<file path="config.mk">
export PLATFORM = sky130hd
export DESIGN_NAME = br_fifo_shared_pstatic_ptr_ctrl
export DESIGN_NICKNAME = d
export VERILOG_FILES = /design/src/rtl/br_fifo_shared_pstatic_ptr_ctrl.sv
export SDC_FILE = /design/constraint.sdc
export NUM_CORES = 1
export LEC_CHECK = 0
export ABC_AREA = 1
export CAP_MARGIN = 15
export CORE_MARGIN = 8
export CORE_UTILIZATION = 61
export CTS_CLUSTER_SIZE = 16
export DETAILED_ROUTE_END_ITERATION = 8
export DONT_BUFFER_PORTS = 1
export PLACE_DENSITY = 0.77
export REMOVE_ABC_BUFFERS = 1
export SLEW_MARGIN = 20
export SYNTH_ARGS = -nofsm -noshare
export SYNTH_HDL_FRONTEND = slang
export SYNTH_SLANG_ARGS = --single-unit
</file>
<file path="constraint.sdc">
create_clock -name clk -period 4.3 [get_ports clk]
set_clock_uncertainty 0.2 [all_clocks]
set_input_delay 0.86 -clock clk [delete_from_list [all_inputs] [get_ports clk]]
set_output_delay 0.86 -clock clk [all_outputs]
set_load 0.005 [all_outputs]
</file>
<file path="src/rtl/br_fifo_shared_pstatic_ptr_ctrl.sv">
// rtl/br_fifo_shared_pstatic_ptr_ctrl.sv - pointer/occupancy controller for a shared pseudo-static multi-FIFO
// One push and one pop per cycle, each tagged with a FIFO id; regions wrap at their inclusive bound.
module br_fifo_shared_pstatic_ptr_ctrl #(
  parameter int NumFifos = 2,
  parameter int Depth = 8,
  localparam int AddrWidth = (Depth <= 1) ? 1 : $clog2(Depth),
  localparam int CountWidth = $clog2(Depth + 1),
  localparam int IdWidth = (NumFifos <= 1) ? 1 : $clog2(NumFifos)
) (
  input  logic                           clk,
  input  logic                           rst,
  input  logic [NumFifos*AddrWidth-1:0]  config_base,
  input  logic [NumFifos*AddrWidth-1:0]  config_bound,
  input  logic                           config_error,
  input  logic                           push_valid,
  input  logic [IdWidth-1:0]             push_fifo_id,
  output logic                           push_ready,
  output logic [AddrWidth-1:0]           push_addr,
  input  logic                           pop_valid,
  input  logic [IdWidth-1:0]             pop_fifo_id,
  output logic                           pop_ready,
  output logic [AddrWidth-1:0]           pop_addr,
  output logic [NumFifos-1:0]            fifo_empty,
  output logic [NumFifos-1:0]            fifo_full,
  output logic [NumFifos*CountWidth-1:0] fifo_count,
  output logic                           ctrl_error
);

  typedef enum logic [1:0] {
    StInit   = 2'd0,
    StActive = 2'd1,
    StError  = 2'd2
  } state_e;

  state_e state_q;
  logic   ctrl_error_q;

  logic [AddrWidth-1:0]  base       [NumFifos];
  logic [AddrWidth-1:0]  bound      [NumFifos];
  logic [CountWidth-1:0] size       [NumFifos];

  logic [AddrWidth-1:0]  wr_ptr_q   [NumFifos];
  logic [AddrWidth-1:0]  wr_ptr_d   [NumFifos];
  logic [AddrWidth-1:0]  rd_ptr_q   [NumFifos];
  logic [AddrWidth-1:0]  rd_ptr_d   [NumFifos];
  logic [CountWidth-1:0] count_q    [NumFifos];
  logic [CountWidth-1:0] count_d    [NumFifos];
  logic [NumFifos-1:0]   empty_q;
  logic [NumFifos-1:0]   full_q;
  logic [NumFifos-1:0]   push_fire;
  logic [NumFifos-1:0]   pop_fire;

  logic push_id_ok;
  logic pop_id_ok;
  logic active;

  function automatic logic [AddrWidth-1:0] next_ptr(input logic [AddrWidth-1:0] ptr,
                                                    input logic [AddrWidth-1:0] lo,
                                                    input logic [AddrWidth-1:0] hi);
    return (ptr == hi) ? lo : ptr + AddrWidth'(1);
  endfunction

  always_comb begin
    for (int i = 0; i < NumFifos; i++) begin
      base[i]  = config_base[i*AddrWidth +: AddrWidth];
      bound[i] = config_bound[i*AddrWidth +: AddrWidth];
      size[i]  = CountWidth'(bound[i]) - CountWidth'(base[i]) + CountWidth'(1);
    end
  end

  assign active     = (state_q == StActive);
  assign push_id_ok = (int'(push_fifo_id) < NumFifos);
  assign pop_id_ok  = (int'(pop_fifo_id) < NumFifos);

  // Ready looks only at registered counts: no push->pop or pop->push bypass.
  always_comb begin
    push_ready = 1'b0;
    pop_ready  = 1'b0;
    push_addr  = '0;
    pop_addr   = '0;
    if (push_id_ok) begin
      push_ready = active && (count_q[push_fifo_id] != size[push_fifo_id]);
      push_addr  = wr_ptr_q[push_fifo_id];
    end
    if (pop_id_ok) begin
      pop_ready = active && (count_q[pop_fifo_id] != '0);
      pop_addr  = rd_ptr_q[pop_fifo_id];
    end
  end

  always_comb begin
    for (int i = 0; i < NumFifos; i++) begin
      push_fire[i] = push_valid && push_ready && (push_fifo_id == IdWidth'(i));
      pop_fire[i]  = pop_valid && pop_ready && (pop_fifo_id == IdWidth'(i));
      wr_ptr_d[i]  = push_fire[i] ? next_ptr(wr_ptr_q[i], base[i], bound[i]) : wr_ptr_q[i];
      rd_ptr_d[i]  = pop_fire[i] ? next_ptr(rd_ptr_q[i], base[i], bound[i]) : rd_ptr_q[i];
      case ({push_fire[i], pop_fire[i]})
        2'b10:   count_d[i] = count_q[i] + CountWidth'(1);
        2'b01:   count_d[i] = count_q[i] - CountWidth'(1);
        default: count_d[i] = count_q[i];
      endcase
    end
  end

  always_ff @(posedge clk) begin
    if (!rst) begin
      state_q      <= StInit;
      ctrl_error_q <= 1'b0;
    end else begin
      case (state_q)
        StInit: begin
          if (config_error) begin
            state_q      <= StError;
            ctrl_error_q <= 1'b1;
          end else begin
            state_q <= StActive;
          end
        end
        StActive: state_q <= StActive;
        StError:  ctrl_error_q <= 1'b1;
        default: begin
          state_q      <= StError;
          ctrl_error_q <= 1'b1;
        end
      endcase
    end
  end

  // Pointers load from config in INIT; in ERROR everything stays frozen.
  always_ff @(posedge clk) begin
    if (!rst) begin
      for (int i = 0; i < NumFifos; i++) begin
        wr_ptr_q[i] <= '0;
        rd_ptr_q[i] <= '0;
        count_q[i]  <= '0;
      end
      empty_q <= '1;
      full_q  <= '0;
    end else if (state_q == StInit) begin
      if (!config_error) begin
        for (int i = 0; i < NumFifos; i++) begin
          wr_ptr_q[i] <= base[i];
          rd_ptr_q[i] <= base[i];
        end
      end
    end else if (state_q == StActive) begin
      for (int i = 0; i < NumFifos; i++) begin
        wr_ptr_q[i] <= wr_ptr_d[i];
        rd_ptr_q[i] <= rd_ptr_d[i];
        count_q[i]  <= count_d[i];
        empty_q[i]  <= (count_d[i] == '0);
        full_q[i]   <= (count_d[i] == size[i]);
      end
    end
  end

  always_comb begin
    for (int i = 0; i < NumFifos; i++) begin
      fifo_count[i*CountWidth +: CountWidth] = count_q[i];
    end
  end

  assign fifo_empty = empty_q;
  assign fifo_full  = full_q;
  assign ctrl_error = ctrl_error_q;

  a_push_id_range: assert property (@(posedge clk) disable iff (!rst)
    (active && push_valid) |-> push_id_ok);
  a_pop_id_range: assert property (@(posedge clk) disable iff (!rst)
    (active && pop_valid) |-> pop_id_ok);

endmodule

</file>
-- After elaboration in Yosys (flattened, before gate mapping)
Memories as Yosys holds them, arrays and structs flattened.
Index checks and enable logic that the tools add are counted.
- add/subtract/negate cells: 12
- magnitude comparators: 1
- equality and inequality tests: 14
- mux-type cells: 36
- bitwise logic cells: 15
- reduce and logical (&&, ||, !) cells: 14
- operators with widths (cell ; number):
    $mux 3 ; 16
    $mux 4 ; 5
    $add 4x1->4 const B ; 4
    $pmux 4 s2 ; 2
    $add 3x1->3 const B ; 4
    $eq 3x3->1 ; 4
    $mux 1 ; 10
    $or 1x1->1 ; 10
    $eq 4x4->1 ; 2
    $logic_and 1x1->1 ; 8
    $logic_not 4->1 ; 2
    $sub 3x3->4 ; 2
    $sub 4x1->4 const B ; 2
    $eq 2x1->1 const B ; 3
    $eq 2x2->1 const B ; 3
    $pmux 2 s3 ; 1
    $ne 4x4->1 ; 1
    $not 1->1 ; 4
    $reduce_and 2->1 ; 2
    $reduce_bool 4->1 ; 1
    $ge 2x2->1 const B ; 1
    $logic_not 2->1 ; 1
    $mux 2 ; 1
    $ne 2x2->1 const B ; 1
    other kinds (2) ; 2
- flip-flop bits (word level): 7
- RAM bits: 20
- input port bits: 19
- word-level logic and storage cells: 99
- memories kept: 3
- memories (name ; depth ; width ; read ports ; clocked after memory_dff ; write ports ; line ; RTL):
    count_q ; 2 ; 4 ; 4 ; 0 ; 2 ; 46 ; logic [CountWidth-1:0] count_q [NumFifos];
    rd_ptr_q ; 2 ; 3 ; 3 ; 0 ; 2 ; 44 ; logic [AddrWidth-1:0] rd_ptr_q [NumFifos];
    wr_ptr_q ; 2 ; 3 ; 3 ; 0 ; 2 ; 42 ; logic [AddrWidth-1:0] wr_ptr_q [NumFifos];

-- Logic depth before layout (Yosys ltp)
Gate-level depths: netlist of the first run.
- depth after elaboration: 12
- mapped depth: 24

-- Least setup slack after synthesis of the first run
OpenSTA, ideal clock, no wires.
- path type: input to register
- start point: in config_bound[1]
- end point: mem count_q[0][3] (netlist name) (data pin)
- library setup time: 256 ps
- data arrival time: 3491 ps
- data required time: 3844 ps
- slack: 353 ps
- stages on the path: 21
- path buffers: 0
- cells stage by stage: inv_1 -> ha_1 -> inv_1 -> ha_1 -> inv_1 -> fa_1 -> inv_1 -> nand2_1 -> nand2_1 -> nand2_1 -> nor2_1 -> a21oi_1 -> nand4_1 -> ha_1 -> ha_1 -> a21oi_1 -> nand3b_1 -> nand3_1 -> inv_1 -> nand2_1 -> a21oi_1
- RTL lines (element ; line ; RTL):
    start: declaration ; 13 ; input logic [NumFifos*AddrWidth-1:0] config_bound,
    end: declaration ; 46 ;

==> flow_metrics.tcl, run 1 <==
set metrics [dict create \
    synth_edf_count 20 \
    initialDrtViolationCount 122 \
    clock_path_buffers 2 \
    drv_cap 0 \
    grt_pass1_vias 1952 \
    yosysSeqAreaShare 0.3174 \
    io_buffers 0 \
    ctsHoldBuffers 0 \
    core_um2 3661 \
    syn2layout_area_growth_pct 3.914 \
    fp.dieH_um 77.85 \
    worstSetupPathType "input port to flip-flop" \
    overflow 0 \
    postRouteAntennaNets 0 \
    avgSynthCellArea_um2 7.247 \
    worstHoldPathCells 2 \
    vias_per_cell 5.379 \
    num-fill-cells 348 \
    setup_viol 0 \
    place_ws_ns 0.01262 \
    multi_input_comb_area_um2 1394 \
    ys_ff_latch 27 \
    fin_crit_sh 0.9358 \
    layout-drive-gt1-share 0.03704 \
    hp-class "flip-flop to flip-flop" \
    numCtsBuffers 3 \
    dpl.hpwl_mm 4.353 \
    rsz0062_at_grt "false" \
    synth-main-ff-cell "edfxtp_1" \
    worstPathCellList "inv_1 > ha_1 > inv_1 > ha_1 > inv_1 > fa_1 > inv_1 > nand2_1 > nand2_1 > nand2_1 > nor2_1 > a21oi_1 > nand4_1 > ha_1 > ha_1 > a21oi_1 > nand2_1 > nand2_1 > nand3_1 > inv_1 > nand2_1 > a21oi_1" \
    synth_cell_types 26 \
    antenna_found_initial 0 \
    final_core_util 0.6623 \
    worst_slack_ns 0.2759 \
    timing.rr.end "count_q[0][3]$_SDFFCE_PN0P_" \
    slowest_delay_ns 0.54 \
    seq_area_um2 740.7 \
    via_count 2001 \
    powerDensity_nw_per_um2 284.5 \
    track_usage 0.1770 \
    outcome "finished clean" \
    vdd_drop_max_uv 192.9 \
    drv_slew 0 \
    postCtsSetupBuffers 0 \
    grt_pass1_wl_mm 8.970 \
    cts_resized 0 \
    place_congestion 0.8568 \
    worstMarginPinSlew_ns 0.4669 \
    slew_headroom 0.6854 \
    initial_core_util 0.6374 \
    finalPower_mw 0.6899 \
    drt_pre_antenna_iters 4 \
    clk_pin_slew_ns 0.09 \
    fmax_mhz 248.5 \
    async_flop_share 0 \
    crit_arrival_ns 3.94 \
    crit_path_start_kind "input port" \
    p_leak_nw 1.183 \
    hold_start "fifo_full[0]$_SDFFE_PN0P_" \
    die-area_um2 6061 \
    setup_tns_ns 0 \
    worstPathMaxFanout 5 \
    rrSetupSlack_ns 1.30 \
    cts-root-buf "clkbuf_8" \
    final_common_cell "nand2_1" \
    io_pins 40 \
    rows 22 \
    hold_viol 0 \
    synth_cells 322 \
    path_common_cell "nand2_1" \
    drc 0 \
    min_period_ns 4.024 \
    cts_num_sinks 27 \
    die_w_um 77.85 \
    yosysWarnings 0 \
    tritoncts "yes" \
    diodes 0 \
    crit_required_ns 4.21 \
    hold_end "fifo_full[0]$_SDFFE_PN0P_" \
    synth_area_um2 2333 \
    critPathSlowestCell "fa_1" \
    clk_latency_ns 0.27 \
    wl_per_cell_um 14.21 \
    h-tree-depth 1 \
    grt_max_degree 20 \
    routed_wl_mm 5.287 \
    rr_worst_depth 16 \
    endpoint_kind "flip-flop" \
    r2r_start "count_q[0][0]$_SDFFCE_PN0P_" \
    hold_slack_ns 0.2921 \
    nets 366 \
    layout_common_cells "nand2_1 (93), inv_1 (46), o21ai_0 (27)" \
]
==> worst max path at each step <==
stage / from / to / slack (ns)
after global routing: config_bound[1] / count_q[0][3]$_SDFFCE_PN0P_ / 0.005
after global placement: config_bound[1] / count_q[0][3]$_SDFFCE_PN0P_ / 0.14
after CTS: config_bound[1] / count_q[0][3]$_SDFFCE_PN0P_ / 0.29
final: config_bound[1] / count_q[0][3]$_SDFFCE_PN0P_ / 0.28
after detailed placement: config_bound[1] / count_q[0][3]$_SDFFCE_PN0P_ / 0.01
after floorplan: config_bound[1] / count_q[0][3]$_SDFFCE_PN0P_ / 0.35
==> cell usage after synthesis, types with 2 or more instances <==
cell      instances  share of area
a21oi_1          17          0.036
nand2_4           2         0.0097
xnor2_1          18          0.068
nand4_1           3         0.0080
nor2_1           21          0.034
edfxtp_1         20           0.26
nand2_1          93           0.15
o21ai_0          27          0.058
xor2_1            4          0.015
nor3_1            4         0.0086
inv_1            46          0.074
nand3_1          25          0.054
fa_1              4          0.034
inv_2             3         0.0048
ha_1             18          0.097
dfxtp_1           7          0.060
==> through the flow <==
stage / area, um2 / std cells
after floorplan: 2318 / 320
after global placement: 2379 / 368
after detailed placement: 2379 / 368
after CTS: 2425 / 372
after global routing: 2425 / 372
final: 2425 / 372
==> critical path, delay by kind of cell <==
kind            cells  cell delay, ns
fa+ha+maj           5            1.56
simple gates        9            0.67
compound gates      3            0.55
buf+inv             5            0.30
==> power by group <==
group	leakage (nW)	switching, mW	total (mW)	internal [mW]
registers	0.270	0.0339	0.344	0.310
logic	0.888	0.123	0.204	0.0814
clock network	0.0255	0.0774	0.142	0.0649
==> area by class of cell <==
type | count | area share
multi-input cells | 244 | 0.5748
flip-flops and latches | 27 | 0.3055
inverters | 49 | 0.07585
well taps | 48 | 0.02477
clock buffers | 3 | 0.01703
clock inverters | 1 | 0.002064
==> cell families (layout without fill, tap and decap cells) <==
group | after synthesis | after routing | share of synthesized area
compound gates | 46 | 46 | 0.09973
simple gates | 154 | 154 | 0.2842
flops | 27 | 27 | 0.3174
fa+ha+maj | 22 | 22 | 0.1308
xor+xnor | 22 | 22 | 0.08257
buf+inv | 51 | 53 | 0.08525
==> sequential cells by signal (all words and copies together) (netlist names) <==
name and cells:
rd_ptr_q 6, fifo_full 2, fifo_empty 2, state_q 2, wr_ptr_q 6, count_q 8, ctrl_error 1
==> routing by layer <==
metal	up-vias	part of all wire	wire length (um)	track usage
li1	1050	-	-	-
met3	11	0.063	334	0.04724
met2	45	0.47	2489	0.2932
met5	-	0	0	0
met4	0	0.025	134	0.06038
met1	895	0.44	2328	0.2159
(Power assumes the default switching activity.)
==> run 2: changes to the inputs <==
--- a/config.mk
+++ b/config.mk
@@ -5,10 +5,10 @@
 export SDC_FILE = /design/constraint.sdc
 export NUM_CORES = 1
 export LEC_CHECK = 0
-export ABC_AREA = 1
 export CAP_MARGIN = 15
 export CORE_MARGIN = 8
 export CORE_UTILIZATION = 61
+export CTS_BUF_LIST = sky130_fd_sc_hd__clkbuf_8
 export CTS_CLUSTER_SIZE = 16
 export DETAILED_ROUTE_END_ITERATION = 8
 export DONT_BUFFER_PORTS = 1
==> run 2 against run 1 <==
Synthesized cell count is 30% lower. Cell area fell by 7.2%. Largest cell class unchanged. Cell count shrank 27%.
==> flow_metrics.tcl, run 2 <==
set metrics [dict create \
    slew_headroom 0.7479 \
    die-area_um2 5690 \
    worstPathMaxFanout 5 \
    hold_slack_ns 0.3174 \
    vdd_drop_max_uv 242.9 \
    postRouteAntennaNets 0 \
    grt_pass1_wl_mm 7.783 \
    rsz0062_at_grt "false" \
    drc 0 \
    wl_per_cell_um 17.81 \
    antenna_found_initial 0 \
    drv_slew 0 \
    num-fill-cells 291 \
    overflow 0 \
    final_common_cell "xnor2_1" \
    yosysTopAreaCellShare 0.2787 \
    layout-drive-gt1-share 0.07143 \
    cts_num_sinks 27 \
    yosysWarnings 0 \
    place_congestion 0.8103 \
    top_regs "count_q (8), rd_ptr_q (6), wr_ptr_q (6)" \
    syn2layout_area_growth_pct 4.472 \
    drv_cap 0 \
    track_usage 0.1769 \
    hp-class "flip-flop to flip-flop" \
    yosysSeqAreaShare 0.3438 \
    synth_cell_types 45 \
    io_pins 40 \
    fin_crit_sh 0.9515 \
    largest_reg_flops 8 \
    async_flop_share 0 \
    layout_common_cells "xnor2_1 (24), edfxtp_1 (20), nand2_1 (19)" \
    synth_cells 224 \
    initial_core_util 0.6406 \
    setup_viol 0 \
    outcome "finished clean" \
    powerDensity_nw_per_um2 297.6 \
    crit_arrival_ns 3.92 \
    fmax_mhz 244.4 \
    numCtsBuffers 3 \
    p_leak_nw 0.9297 \
    synth.most_common_cell "xnor2_1" \
    synth_area_um2 2155 \
    clk_latency_ns 0.27 \
    crit_required_ns 4.12 \
    die_w_um 75.43 \
    io_buffers 0 \
    place_ws_ns -0.1340 \
    worstSetupPathType "input port to flip-flop" \
    ctsHoldBuffers 0 \
    cts_resized 0 \
    avgSynthCellArea_um2 9.619 \
    top_register "count_q" \
    rows 21 \
    synthTopCellsByArea "edfxtp_1 (28%), ha_1 (10%), xnor2_1 (9.8%)" \
    initialDrtViolationCount 88 \
    endpoint_kind "flip-flop" \
    worst_slack_ns 0.2087 \
    h-tree-depth 1 \
    nets 266 \
    cts-root-buf "clkbuf_8" \
    vias_per_cell 6.100 \
    core_um2 3363 \
    clk_pin_slew_ns 0.09 \
    routed_wl_mm 4.810 \
    drt_pre_antenna_iters 4 \
    ys_ff_latch 27 \
    tritoncts "yes" \
    crit_path_start_kind "input port" \
    fp.dieH_um 75.43 \
    via_count 1647 \
    clock_path_buffers 2 \
    postCtsSetupBuffers 0 \
    synth_top_area_cell "edfxtp_1" \
    worstMarginPinSlew_ns 0.3772 \
    dpl.hpwl_mm 3.938 \
    diodes 0 \
    synth-main-ff-cell "edfxtp_1" \
    synthTopCellsByCount "xnor2_1 (24), edfxtp_1 (20), nand2_1 (19)" \
    finalPower_mw 0.6699 \
    grt_max_degree 15 \
    min_period_ns 4.091 \
    synth_edf_count 20 \
    hold_viol 0 \
    grt_pass1_vias 1640 \
]
-- run 2: changes by cell type in the layout (fill, tap and decap cells not counted), moves of 4 or more --
cell and delta:
a22o_1 +4, a21oi_1 -13, and2_1 +5, nor2_1 -6
inv_1 -28, xor2_1 +9, mux2_2 +6, nand2b_1 +4
xnor2_1 +6, o21ai_0 -16, nand2_1 -74, nand3_1 -18
-- run 2: cell type report --
cell class | count | area [um2] | area share
inverter | 18 | 67.56 | 0.03002
clock buffer | 3 | 41.29 | 0.01834
clock inverter | 1 | 3.754 | 0.001668
timing repair buffer | 1 | 7.507 | 0.003335
sequential | 27 | 740.7 | 0.3291
multi-input combinational | 174 | 1333 | 0.5920
tap | 46 | 57.56 | 0.02557
-- run 2: final timing paths --
check / start / slack (ns) / depth (start not counted) / end
max: config_bound[1] / 0.21 / 17 / count_q[0][3]$_SDFFCE_PN0P_
min reg2reg: state_q[1]$_SDFFE_PN0P_ / 0.32 / 1 / state_q[0]$_SDFFE_PN0P_
min: state_q[1]$_SDFFE_PN0P_ / 0.32 / 1 / state_q[0]$_SDFFE_PN0P_
max reg2reg: count_q[0][2]$_SDFFCE_PN0P_ / 0.86 / 12 / count_q[0][3]$_SDFFCE_PN0P_
-- run 2: critical path, stage by stage --
cell	delay, ns
inv_1	0.02
ha_1	0.26
inv_1	0.04
ha_1	0.18
inv_1	0.07
fa_1	0.46
xnor2_1	0.15
nor3_1	0.18
nand2_1	0.11
nand4b_1	0.15
ha_2	0.24
ha_1	0.24
a21o_1	0.18
a21oi_2	0.20
mux2i_4	0.31
xor2_1	0.19
nor2_1	0.05
-- run 2: per-stage QoR --
step           cells  setup TNS, ns  instance area, um2    util
6_report         270              0                2251  0.6693
2_1_floorplan    219              0                2130       -
3_5_place_dp     266        -0.2571                2195  0.6525
3_3_place_gp     266              0                2195  0.6525
4_1_cts          270              0                2240  0.6659
5_1_grt          270              0                2251  0.6693
-- run 2: power by group --
group	internal (mW)	total [mW]	switching, mW
sequential	0.309	0.342	0.0333
clock	0.0640	0.143	0.0787
combinational	0.0893	0.185	0.0957
total	0.462	0.670	0.208
-- run 2: cell families (layout without fill, tap and decap cells) --
group | after synthesis | in the layout | share of synthesized area
and+or+nand+nor | 69 | 69 | 0.1585
DFF | 27 | 27 | 0.3438
xor gates and xnor gates | 37 | 37 | 0.1504
AOI/OAI and AO/OA | 36 | 36 | 0.1109
adders and majority gates | 22 | 22 | 0.1417
buffers and inverters | 23 | 23 | 0.04297
muxes | 10 | 10 | 0.05168
-- run 2: layer usage --
layer	routed length, um	part of all wire	vias up	track usage
li1	-	-	785	-
met1	1889	0.39	798	0.2009
met2	2441	0.51	59	0.3135
met3	428	0.089	5	0.05658
met4	51	0.011	0	0.04051
met5	0	0	-	0
==> variant 1: new RTL, settings of run 2 <==
Change the parameter `NumFifos` from 2 to 4.
--- a/src/rtl/br_fifo_shared_pstatic_ptr_ctrl.sv
+++ b/src/rtl/br_fifo_shared_pstatic_ptr_ctrl.sv
@@ -2,5 +2,5 @@
 // One push and one pop per cycle, each tagged with a FIFO id; regions wrap at their inclusive bound.
 module br_fifo_shared_pstatic_ptr_ctrl #(
-  parameter int NumFifos = 2,
+  parameter int NumFifos = 4,
   parameter int Depth = 8,
   localparam int AddrWidth = (Depth <= 1) ? 1 : $clog2(Depth),
Ports: changed (7 resized); port bits go from 40 to 66. The function was not compared with the original's and may differ.
==> variant 1 against run 2 <==
- the run now ends with negative setup slack left
- wire length increased to 3.4 times the old value
- total power increased to 2.5 times the old value
- die area increased by 80%
- utilization increased by 17 points
- worst setup slack got worse by 0.91 ns
- sequential cell count increased by 24
- register-to-register slack got worse by 0.65 ns
- cell area increased to 2.7 times the old value
- count of clock-buffer cells in the layout increased by 2
- first-iteration DRC count increased to 5.7 times the old value
- synthesized area increased by 110%
- via count increased to 2.6 times the old value
- sequential share of layout area decreased by 9.2 points
- critical endpoint is now fifo_full[3]
- largest cell class unchanged
==> variant 1: results (changes against run 2) <==
Status -> finished with violations
Failing checks -> negative setup slack
Met2 Use GR -> 0.514 (+0.201)
Final wirelength -> 16.1 mm (+240%)
Place WS -> -1.15 ns (-1.01 ns)
Worst path max stage delay -> 0.50 ns (+0.04 ns)
Non-clock buffer total of the final layout -> 93 (+92)
Number of sequential cells -> 51 (+89%)
GP Congestion -> 0.932 (+15%)
H-tree Lvls -> 2 (+1)
Clock buffers -> 5 (+2)
Cts repair resizes -> 110 (+110)
Compound-cell area share of the yosys netlist -> 0.117 (+0.00573)
Sequential share of the synthesized area -> 0.322 (-0.0222)
Slowest stage cell on the critical path -> mux4_2
Distinct cells, synth -> 49 (+8.9%)
Latest clock arrival within the worst-skew pair -> 0.32 ns (+0.05 ns)
Worst vdd ir -> 0.152 mV (-37%)
Seq/total area -> 0.237 (-0.0916)
Non-Filler Instances -> 622 (+130%)
Buffering overhead -> 0.126 (+0.123)
Crit-path max FO -> 4 (-1)
P_leak -> 2.37 nW (+160%)
Final setup viols -> 22 (+22)
EDFF count, synth -> 40 (+100%)
Root buffer cell -> clkbuf_8
Clock Pin Slew Worst Setup and Hold Paths -> 0.11 ns (+0.02 ns)
Signal inverters -> 43 (+25)
Fin worst setup slack -> -0.705 ns (-0.914 ns)
CP Data Arrival Time -> 5.06 ns (+1.14 ns)
Main area contributors after synthesis -> edfxtp_1 27%, ha_1 10%, mux4_2 7.1%, xor2_1 5.9%, xnor2_1 5.5%
Post-DP HPWL -> 10.2 mm (+160%)
Met3 Use GR -> 0.0836 (+0.0270)
ClkCell Share -> 0.0180 (-0.00203)
Via density -> 6.82 (+12%)
Share of cells above drive strength 1 -> 0.403 (+0.332)
Setup TNS -> -9.18 ns (-9.18 ns)
Relative slew slack -> 0.530 (-0.218)
Global-route wire length before repair -> 23.6 mm (+200%)
FF/Latch Area -> 1420 µm² (+92%)
Switching pwr -> 0.595 mW (+190%)
Post-Place Cells -> 594 (+120%)
Most common library cells after synthesis -> 46 x nor2_1, 40 x edfxtp_1, 40 x inv_1
Synth Instances -> 438 (+96%)
Multi-input gate area -> 3390 µm² (+150%)
Pin count of the biggest net entering global routing -> 23 (+8)
Nets -> 599 (+130%)
Fillers -> 364 (+25%)
DRT iter0 DRCs -> 505 (+470%)
WL met1 -> 5.23 mm (+180%)
Post-CTS Setup Bufs -> 18 (+18)
Top Registers -> count_q: 16 flops, rd_ptr_q: 12 flops, wr_ptr_q: 12 flops
Placed cell area -> 5010 µm² (+130%)
Wire length on met3 -> 2.00 mm (+370%)
Gr usage total -> 0.301 (+0.124)
Met2 routed WL -> 7.94 mm (+230%)
First drt pass iteration count -> 5 (+1)
Met1 usage -> 0.343 (+0.142)
-- variant 1: changes by cell type after synthesis, sizes merged, moves of 10 or more --
cell / run 2 / this run
inv: 18 / 43
mux4: 0 / 14
mux2i: 4 / 14
xor2: 13 / 30
ha: 18 / 36
nor2: 15 / 46
or3: 0 / 11
edfxtp: 20 / 40
a22o: 4 / 14
-- variant 1: worst paths after layout --
path / slack (ns) / endpoint / depth (start not counted) / startpoint
setup reg to reg: 0.21 / fifo_full[3] / 15 / count_q[2][2]
hold reg to reg: 0.32 / fifo_empty[1] / 2 / fifo_empty[1]
setup / recovery: -0.70 / fifo_full[3] / 22 / config_bound[10]
hold / removal: 0.32 / fifo_empty[1] / 2 / fifo_empty[1]
-- variant 1: power groups by stage --
stage	Clock [mW]	Combinational, mW	Sequential [mW]
2_1_floorplan	0	0.327	0.659
3_5_place_dp	0	0.516	0.677
6_report	0.345	0.687	0.674
3_3_place_gp	0	0.494	0.672
5_1_grt	0.357	0.723	0.677
4_1_cts	0.339	0.600	0.666
==> variant 2: new RTL, settings of run 2 <==
Made on the original files. The 3 states of `state_e` get a one-hot encoding in 3 bits.
--- a/src/rtl/br_fifo_shared_pstatic_ptr_ctrl.sv
+++ b/src/rtl/br_fifo_shared_pstatic_ptr_ctrl.sv
@@ -27,8 +27,8 @@
 );
 
-  typedef enum logic [1:0] {
-    StInit   = 2'd0,
-    StActive = 2'd1,
-    StError  = 2'd2
+  typedef enum logic [2:0] {
+    StInit   = 3'b001,
+    StActive = 3'b010,
+    StError  = 3'b100
   } state_e;
 
Behaviour: no difference found for any inputs over 10 cycles, from zero or initial values and one cycle with rst low; not proved beyond that.
==> variant 2 against run 2 <==
- clock power grew 48%
- total power shrank 2.6%
- fmax grew 3.9%
- utilization shrank 1.5 points
- largest power group unchanged
- wire length grew 1.0%
- hold slack gained 0.024 ns
- count of clock-buffer cells in the layout is the same
- cell area grew 4.0%
- synthesized area grew 3.3%
- critical path depth is the same
- global-route usage shrank 0.75 points
- sequential cell count grew 1
- worst setup slack gained 0.15 ns
==> variant 2: results (changes against run 2) <==
Place WS -> 0.0484 ns (+0.182 ns)
Synth Instances -> 232 (+3.6%)
Mux contribution to synthesized area -> 0.0439 (-0.00781)
Sequential share of the synthesized area -> 0.342 (-0.00183)
GP Congestion -> 0.868 (+7.1%)
DRT iter0 DRCs -> 103 (+17%)
Nets -> 276 (+3.8%)
Non-clock buffer total of the final layout -> 2 (+1)
CP Data Arrival Time -> 3.76 ns (-0.16 ns)
Multi-input logic portion of the cell area -> 0.582 (-0.00995)
Gr usage total -> 0.169 (-0.00754)
Seq/total area -> 0.325 (-0.00411)
WL/cell -> 17.2 µm (-3.3%)
Most common library cells after synthesis -> 27 x nor2_1, 21 x xnor2_1, 20 x edfxtp_1
Vias in the first global route -> 1,662 (+1.3%)
Worst-Margin Slew -> 0.541 ns (+0.164 ns)
Share of cells above drive strength 1 -> 0.0812 (+0.00977)
Switching pwr -> 0.168 mW (-19%)
Status -> completed
Compound-cell area share of the yosys netlist -> 0.113 (+0.00213)
Buffering overhead -> 0.00641 (+0.00308)
Sequential power -> 0.321 mW (-6.1%)
Combinational power -> 0.120 mW (-35%)
Distinct cells, synth -> 47 (+4.4%)
Multi-input gate area -> 1360 µm² (+2.3%)
Site row count -> 22 (+4.8%)
Worst vdd ir -> 0.219 mV (-9.9%)
Fillers -> 306 (+5.2%)
Pin count of the biggest net entering global routing -> 17 (+2)
Via density -> 5.80 (-4.9%)
Reg-to-reg startpoint -> count_q[1][1]
Signal inverters -> 19 (+1)
P_leak -> 0.965 nW (+3.8%)
-- variant 2: worst max-delay path, cell delays in order --
cell and delay, ns:
inv_1 0.02, ha_1 0.26, inv_1 0.06, ha_1 0.14
inv_1 0.05, fa_1 0.36, xor2_1 0.18, xnor2_1 0.22
nand3_1 0.14, nand4b_1 0.14, ha_1 0.28, ha_1 0.32
a21oi_1 0.21, nand2_1 0.11, a21oi_4 0.19, xor2_1 0.16
nor2_1 0.05
-- variant 2: path summary, 6_finish.rpt --
| kind | to | slack [ns] | cells past startpoint |
|---|---|---|---|
| hold reg to reg | ctrl_error | 0.34 | 2 |
| setup reg to reg | fifo_empty[1] | 1.20 | 9 |
| hold / removal | ctrl_error | 0.34 | 2 |
| setup / recovery | count_q[0][3] | 0.36 | 17 |
-- variant 2: routing by layer --
metal | GRT usage | routed length, µm | up-vias
met5 | 0 | 0 | -
met4 | 0.0500 | 44 | 0
met3 | 0.0601 | 456 | 4
met2 | 0.270 | 2290 | 40
met1 | 0.209 | 2060 | 780
li1 | - | - | 812
